==> config.mk <==
export PLATFORM = sky130hd
export DESIGN_NAME = gf_inv_16_flat
export DESIGN_NICKNAME = d
export VERILOG_FILES = /design/src/rtl/gf_inv_16_if.sv /design/src/rtl/gf_inv_16.sv /design/src/flat_wrapper.sv
export SDC_FILE = /design/constraint.sdc
export NUM_CORES = 1
export LEC_CHECK = 0
export CAP_MARGIN = 20
export CORE_MARGIN = 2
export CORE_UTILIZATION = 42
export DETAILED_ROUTE_END_ITERATION = 6
export PLACE_DENSITY_LB_ADDON = 0.15
export SLEW_MARGIN = 20
export SYNTH_ARGS = -nofsm -noshare
export SYNTH_HDL_FRONTEND = slang
export SYNTH_SLANG_ARGS = --single-unit
==> constraint.sdc <==
create_clock -name i_clk -period 3.4 [get_ports i_clk]
set_input_delay 0.85 -clock i_clk [delete_from_list [all_inputs] [get_ports i_clk]]
set_output_delay 0.85 -clock i_clk [all_outputs]
set_load 0.01 [all_outputs]
==> src/rtl/gf_inv_16_if.sv <==
// gf_inv_16_if: request/response bundle for the GF(2^16) inverter.
//   i_start  request, sampled only while the inverter is idle
//   i_x      operand {x1, x0}
//   o_o      result {hi, lo}, valid while o_done = 1, held afterwards
//   o_done   one-cycle completion pulse
//   o_busy   high while an inversion is in flight
//   o_zero   operand-was-zero flag (only with GF_INV16_ZERO_FLAG_EN)
// Modports: master = requester, slave = inverter.
interface gf_inv_16_if;
    logic        i_start;
    logic [15:0] i_x;
    logic [15:0] o_o;
    logic        o_done;
    logic        o_busy;
`ifdef GF_INV16_ZERO_FLAG_EN
    logic        o_zero;

    modport master (output i_start, i_x, input o_o, o_done, o_busy, o_zero);
    modport slave  (input i_start, i_x, output o_o, o_done, o_busy, o_zero);
`else
    modport master (output i_start, i_x, input o_o, o_done, o_busy);
    modport slave  (input i_start, i_x, output o_o, o_done, o_busy);
`endif
endinterface

==> src/rtl/gf_inv_16.sv <==
// gf_inv_16: sequential multiplicative inverter for GF(2^16), tower form
// GF(2^8)[Y]/(Y^2 + Y + 0x20), GF(2^8) reduced by 0x11B.
//   x = x1*Y + x0,  N = x0*(x0^x1) ^ 0x20*x1^2,
//   x^-1 = (x1*N^-1)*Y + (x0^x1)*N^-1,  N^-1 = N^254.
// One combinational GF(256) multiplier is time-shared over 18 steps:
// 3 norm steps, 13 exponentiation steps, 2 output steps. Latency is a
// fixed 18 cycles after the accepting edge; throughput one result per 19.
// Ports:
//   i_clk  rising-edge clock
//   i_rst  synchronous active-high reset (aborts any in-flight operation)
//   bus    gf_inv_16_if.slave (i_start, i_x, o_o, o_done, o_busy[, o_zero])
// Optional feature macro: GF_INV16_ZERO_FLAG_EN adds o_zero, registered at
// the accepting edge as (i_x == 0). Zero input always yields 0x0000.
module gf_inv_16 (
    input  logic        i_clk,
    input  logic        i_rst,
    gf_inv_16_if.slave  bus
);

    typedef enum logic [1:0] {IDLE, NORM, EXP, OUT} state_t;

    state_t      state_q, state_d;
    logic [15:0] xr;
    logic [7:0]  acc, nb, m1;
    logic [3:0]  cnt;
    logic [15:0] o_q;
    logic        done_q;
    logic [7:0]  x0, x1, x01;
    logic [7:0]  mul_a, mul_b, prod;
    logic        last_step;

    assign x1  = xr[15:8];
    assign x0  = xr[7:0];
    assign x01 = x0 ^ x1;

    // Shift-and-add GF(256) product, reduced mod 0x11B in the same cycle.
    function automatic logic [7:0] gf256_mul(input logic [7:0] a, input logic [7:0] b);
        logic [7:0] p;
        logic [7:0] aa;
        p  = 8'h00;
        aa = a;
        for (int i = 0; i < 8; i++) begin
            if (b[i]) p = p ^ aa;
            aa = {aa[6:0], 1'b0} ^ (aa[7] ? 8'h1B : 8'h00);
        end
        return p;
    endfunction

    // Operand selection for the shared multiplier.
    always_comb begin
        mul_a = acc;
        mul_b = acc;
        case (state_q)
            NORM: begin
                case (cnt)
                    4'd0:    begin mul_a = x0;    mul_b = x01; end
                    4'd1:    begin mul_a = x1;    mul_b = x1;  end
                    default: begin mul_a = 8'h20; mul_b = acc; end
                endcase
            end
            // Chain N^2, N^3, N^6, ... N^127, N^254: even counts square,
            // odd counts multiply by N.
            EXP: begin
                mul_a = acc;
                mul_b = cnt[0] ? nb : acc;
            end
            OUT: begin
                mul_a = cnt[0] ? x01 : x1;
                mul_b = acc;
            end
            default: begin
                mul_a = acc;
                mul_b = acc;
            end
        endcase
    end

    assign prod = gf256_mul(mul_a, mul_b);

    always_comb begin
        last_step = 1'b0;
        case (state_q)
            NORM:    last_step = (cnt == 4'd2);
            EXP:     last_step = (cnt == 4'd12);
            OUT:     last_step = (cnt == 4'd1);
            default: last_step = 1'b0;
        endcase
    end

    always_comb begin
        state_d = state_q;
        case (state_q)
            IDLE:    if (bus.i_start) state_d = NORM;
            NORM:    if (last_step)   state_d = EXP;
            EXP:     if (last_step)   state_d = OUT;
            OUT:     if (last_step)   state_d = IDLE;
            default: state_d = IDLE;
        endcase
    end

    always_ff @(posedge i_clk) begin
        if (i_rst) state_q <= IDLE;
        else       state_q <= state_d;
    end

    always_ff @(posedge i_clk) begin
        if (i_rst) begin
            xr     <= 16'h0000;
            acc    <= 8'h00;
            nb     <= 8'h00;
            m1     <= 8'h00;
            cnt    <= 4'd0;
            o_q    <= 16'h0000;
            done_q <= 1'b0;
        end else begin
            done_q <= 1'b0;
            case (state_q)
                IDLE: begin
                    if (bus.i_start) begin
                        xr  <= bus.i_x;
                        cnt <= 4'd0;
                    end
                end
                NORM: begin
                    case (cnt)
                        4'd0:    m1  <= prod;
                        4'd1:    acc <= prod;
                        default: begin
                            nb  <= m1 ^ prod;
                            acc <= m1 ^ prod;
                        end
                    endcase
                end
                EXP: acc <= prod;
                OUT: begin
                    if (cnt == 4'd0) begin
                        o_q[15:8] <= prod;
                    end else begin
                        o_q[7:0] <= prod;
                        done_q   <= 1'b1;
                    end
                end
                default: ;
            endcase
            if (state_q != IDLE) cnt <= last_step ? 4'd0 : cnt + 4'd1;
        end
    end

    assign bus.o_o    = o_q;
    assign bus.o_done = done_q;
    assign bus.o_busy = (state_q != IDLE);

`ifdef GF_INV16_ZERO_FLAG_EN
    logic zero_q;

    always_ff @(posedge i_clk) begin
        if (i_rst)                                  zero_q <= 1'b0;
        else if (state_q == IDLE && bus.i_start)    zero_q <= (bus.i_x == 16'h0000);
    end

    assign bus.o_zero = zero_q;
`endif

endmodule

==> src/flat_wrapper.sv <==
// flat-port wrapper written by rule: the top's interface ports become plain ports
module gf_inv_16_flat 
  (i_clk, i_rst, bus_i_start, bus_i_x, bus_o_o, bus_o_done, bus_o_busy);
  gf_inv_16_if bus_i ();
  input  logic i_clk;
  input  logic i_rst;
  input wire logic [$bits(bus_i.i_start)-1:0] bus_i_start;
  input wire logic [$bits(bus_i.i_x)-1:0] bus_i_x;
  output wire logic [$bits(bus_i.o_o)-1:0] bus_o_o;
  output wire logic [$bits(bus_i.o_done)-1:0] bus_o_done;
  output wire logic [$bits(bus_i.o_busy)-1:0] bus_o_busy;
  assign bus_i.i_start = bus_i_start;
  assign bus_i.i_x = bus_i_x;
  assign bus_o_o = bus_i.o_o;
  assign bus_o_done = bus_i.o_done;
  assign bus_o_busy = bus_i.o_busy;
  gf_inv_16 u_core (.i_clk(i_clk), .i_rst(i_rst), .bus(bus_i));
endmodule
==> summary.txt <==
Clock share of power - 0.161
R2R cell count - 14
Ratio of cells with drive above 1 in the final layout - 0.337
Switching pwr - 2.24 mW
Synth Flop Type - dfxtp_1
CTS clk-pin slew, worst paths - 0.06 ns
Seq/Total Area, Yosys - 0.259
Sw frac - 0.427
First-pass GRT wire length - 24900 um
# port buffers - 36
Final wirelength - 15800 um
Fin nets - 782
Clk buf depth - 2
Setup Crit Path Kind - reg -> reg
First-pass iteration count of the detailed router - 4
Pwr Total - 5.25 mW
Via Count - 4983
Die Y - 112 um
Hold/Removal Path Class - reg -> reg
Area growth, synth to finish - 45.9%
Post-route DRC - 0
Syn Inst Count - 615
Dominant cell type by area after synthesis - dfxtp_1
Routed WL per cell - 17.4 um
CP startpoint - u_core.cnt[0]
Dpl hpwl - 11600 um
RR Endpoint - u_core.acc[5]
Gpl congestion - 0.904
Initial DRC count - 275
Root Driver - clkbuf_16
Post-Place Setup Slack - -0.118 ns
Worst setup path endpoint - u_core.acc[5]
# setup viols final - 0
Max cap viols - 0
Measured slew at the worst slew-check pin - 0.865 ns
GRT Overall Usage - 0.249
Post-synth top area share - 0.259
Critical Path AT - 3.61 ns
Via density per instance - 5.52
Yosys reg bits - 63
Reg power frac - 0.197
Max Slew Vio Count - 0
Clock skew - 0.00357 ns
Finished Core Util - 0.625
Hold slack - 0.472 ns
CTS Buf Count - 9
H-tree depth - 3
Clock latency on the worst-skew pair - 0.33 ns
Ys async rst share - 0
Final Hold Violating Endpoints - 0
Logic pwr share - 0.642
Ports - 37
Core Footprint - 11400 sq um
Internal power - 3.01 mW
Critical Path Sink Type - flop
Largest net degree at the start of global routing - 40
Final min period - 3.38 ns
Power Dens Cells - 739 nW/um^2
# rows - 39
Status - completed
Hold_buf cts - 0
Starting Density - 0.429
TNS Setup - 0 ns
Vias in the first global route - 4867
Worst relative slew slack - 0.423
CP startpoint kind - flop
CP Data Required Time - 3.63 ns
Global route total overflow - 0
RR Startpoint - u_core.cnt[0]
Final worst slack - 0.0158 ns
CP max FO - 17
Peak VDD IR - 0.000429 V
Antenna Nets Post-Route - 0
FILL cells - 990
Lkg Pwr - 2.85 nW
Die width - 112 um
Distinct cell type count after synthesis - 66
Clock sinks - 63
Ys Warns - 0
CTS tree - built
Reg2reg setup slack - 0.02 ns
Ranking of synthesized cells by area - dfxtp_1 26%, xnor3_1 7.9%, nand2_1 7.1%
Period utilization - 0.995
Max Fclk - 0.295 GHz
Die ar. - 12500 sq um
EDFF count, synth - 0
Hold Startpoint - u_core.bus.o_o[2]
Antenna diodes - 0
RSZ-0062 raised after global routing - yes
Area of the mapped netlist - 4870 sq um
Net Count, Synth - 642
Avg Cell Area, Syn - 7.92 sq um
Initial antenna violation count - 0
==> area by class of cell <==
| type | instances | area, sq um | area share |
|---|---|---|---|
| Multi-Input combinational cell | 503 | 3930 | 0.553 |
| Timing Repair Buffer | 166 | 1410 | 0.198 |
| Sequential cell | 63 | 1270 | 0.179 |
| Clock buffer | 9 | 225 | 0.0317 |
| Tap cell | 143 | 179 | 0.0252 |
| Inverter | 12 | 48.8 | 0.00686 |
| Clock inverter | 7 | 47.5 | 0.00669 |
==> what timing repair did <==
action                                  4_1_cts  5_1_grt
cloned                                        1        0
buffers inserted                             26       16
endpoints found under the setup margin       22       40
resized for setup                            45       80
pin swaps                                    29       44
==> kinds of logic after synthesis <==
family	share of synthesized area
AO/OA/AOI/OAI	0.229
flip-flops	0.259
AND/OR/NAND/NOR	0.262
multiplexers	0.00642
XOR/XNOR	0.179
buffers and inverters	0.0439
adder cells (fa/ha/maj)	0.0205
==> worst max-delay path, cell delays in order, from the launching register on <==
cell	delay, ns
dfxtp_2	0.33
inv_1	0.08
ha_4	0.19
buf_12	0.15
a22o_1	0.25
o31a_1	0.37
o211a_4	0.28
or3_4	0.38
nand2_4	0.12
nand2_4	0.06
xnor2_2	0.11
xnor3_2	0.48
buf_6	0.14
xor2_1	0.15
a22o_1	0.19
==> layer usage <==
layer / routed length (um) / track usage / vias to the layer above
met5: 0 / 0 / -
met4: 316 / 0.0724 / 0
met3: 692 / 0.0376 / 24
met2: 7590 / 0.419 / 99
met1: 7160 / 0.331 / 2396
li1: - / - / 2464
==> cells in the mapped netlist, drive strengths merged (5+ instances only) <==
master  instances
nor3            9
o21ai          35
a21boi          6
ha              8
buf            14
and2           11
o21a            7
nor3b          10
nand2b         13
and3            5
a21oi          47
a211oi         24
nor2b           5
clkbuf         23
nand3          15
nand4           6
nand2          92
xnor3          17
xnor2          34
dfxtp          63
inv            12
nor2           67
xor2           17
a22o           14
==> worst min path at each step <==
stage	to	slack (ns)	cells after the start
final	u_core.bus.o_o[2]	0.47	2
after global routing	u_core.bus.o_o[2]	0.49	2
after CTS	u_core.bus.o_o[10]	0.47	2
after detailed placement	u_core.bus.o_o[11]	0.46	2
after global placement	u_core.bus.o_o[3]	0.45	2
after floorplan	u_core.acc[6]	0.46	1
==> placed cells by master (no fill, tap or decap), drive strengths merged, types with 3 or more instances in the layout <==
cell / netlist / routed
and2: 11 / 11
o21a: 7 / 7
nor2b: 5 / 5
and3b: 4 / 4
o21ai: 35 / 35
nor2: 67 / 67
dfxtp: 63 / 63
inv: 12 / 12
clkdlybuf4s50: 0 / 35
nand2: 92 / 92
buf: 14 / 131
nand3: 15 / 15
or4: 3 / 3
a311o: 4 / 4
clkinvlp: 0 / 3
nand2b: 13 / 13
a211oi: 24 / 24
a22o: 14 / 14
xnor2: 34 / 34
a21boi: 6 / 6
ha: 8 / 8
and4b: 4 / 4
xnor3: 17 / 17
or3b: 4 / 4
o211ai: 4 / 4
a21oi: 47 / 47
nand4: 6 / 6
nor3: 9 / 9
and3: 5 / 5
o32a: 3 / 3
nor3b: 10 / 10
clkinv: 0 / 4
clkbuf: 23 / 9
xor2: 17 / 17
==> metrics by stage <==
stage,instances,area (sq um)
6_report,903,7110
5_1_grt,903,7110
4_1_cts,890,6620
3_5_place_dp,848,5970
3_3_place_gp,848,5970
2_1_floorplan,615,4900
==> flip-flops by register name, summed over array words and instances (netlist names) <==
name / cells
u_core.acc: 8
u_core.bus.o_o: 16
u_core.xr: 16
u_core.m1: 8
u_core.bus.o_done: 1
u_core.nb: 8
u_core.cnt: 4
u_core.state_q: 2
==> power groups by stage <==
stage / combinational, mW / clock [mW] / sequential [mW]
2_1_floorplan: 1.66 / 0 / 0.981
3_3_place_gp: 2.62 / 0 / 1.02
3_5_place_dp: 2.66 / 0 / 1.02
4_1_cts: 2.92 / 0.859 / 1.02
5_1_grt: 3.62 / 0.898 / 1.05
6_report: 3.37 / 0.847 / 1.03
Power figures use the tool's default switching activity.
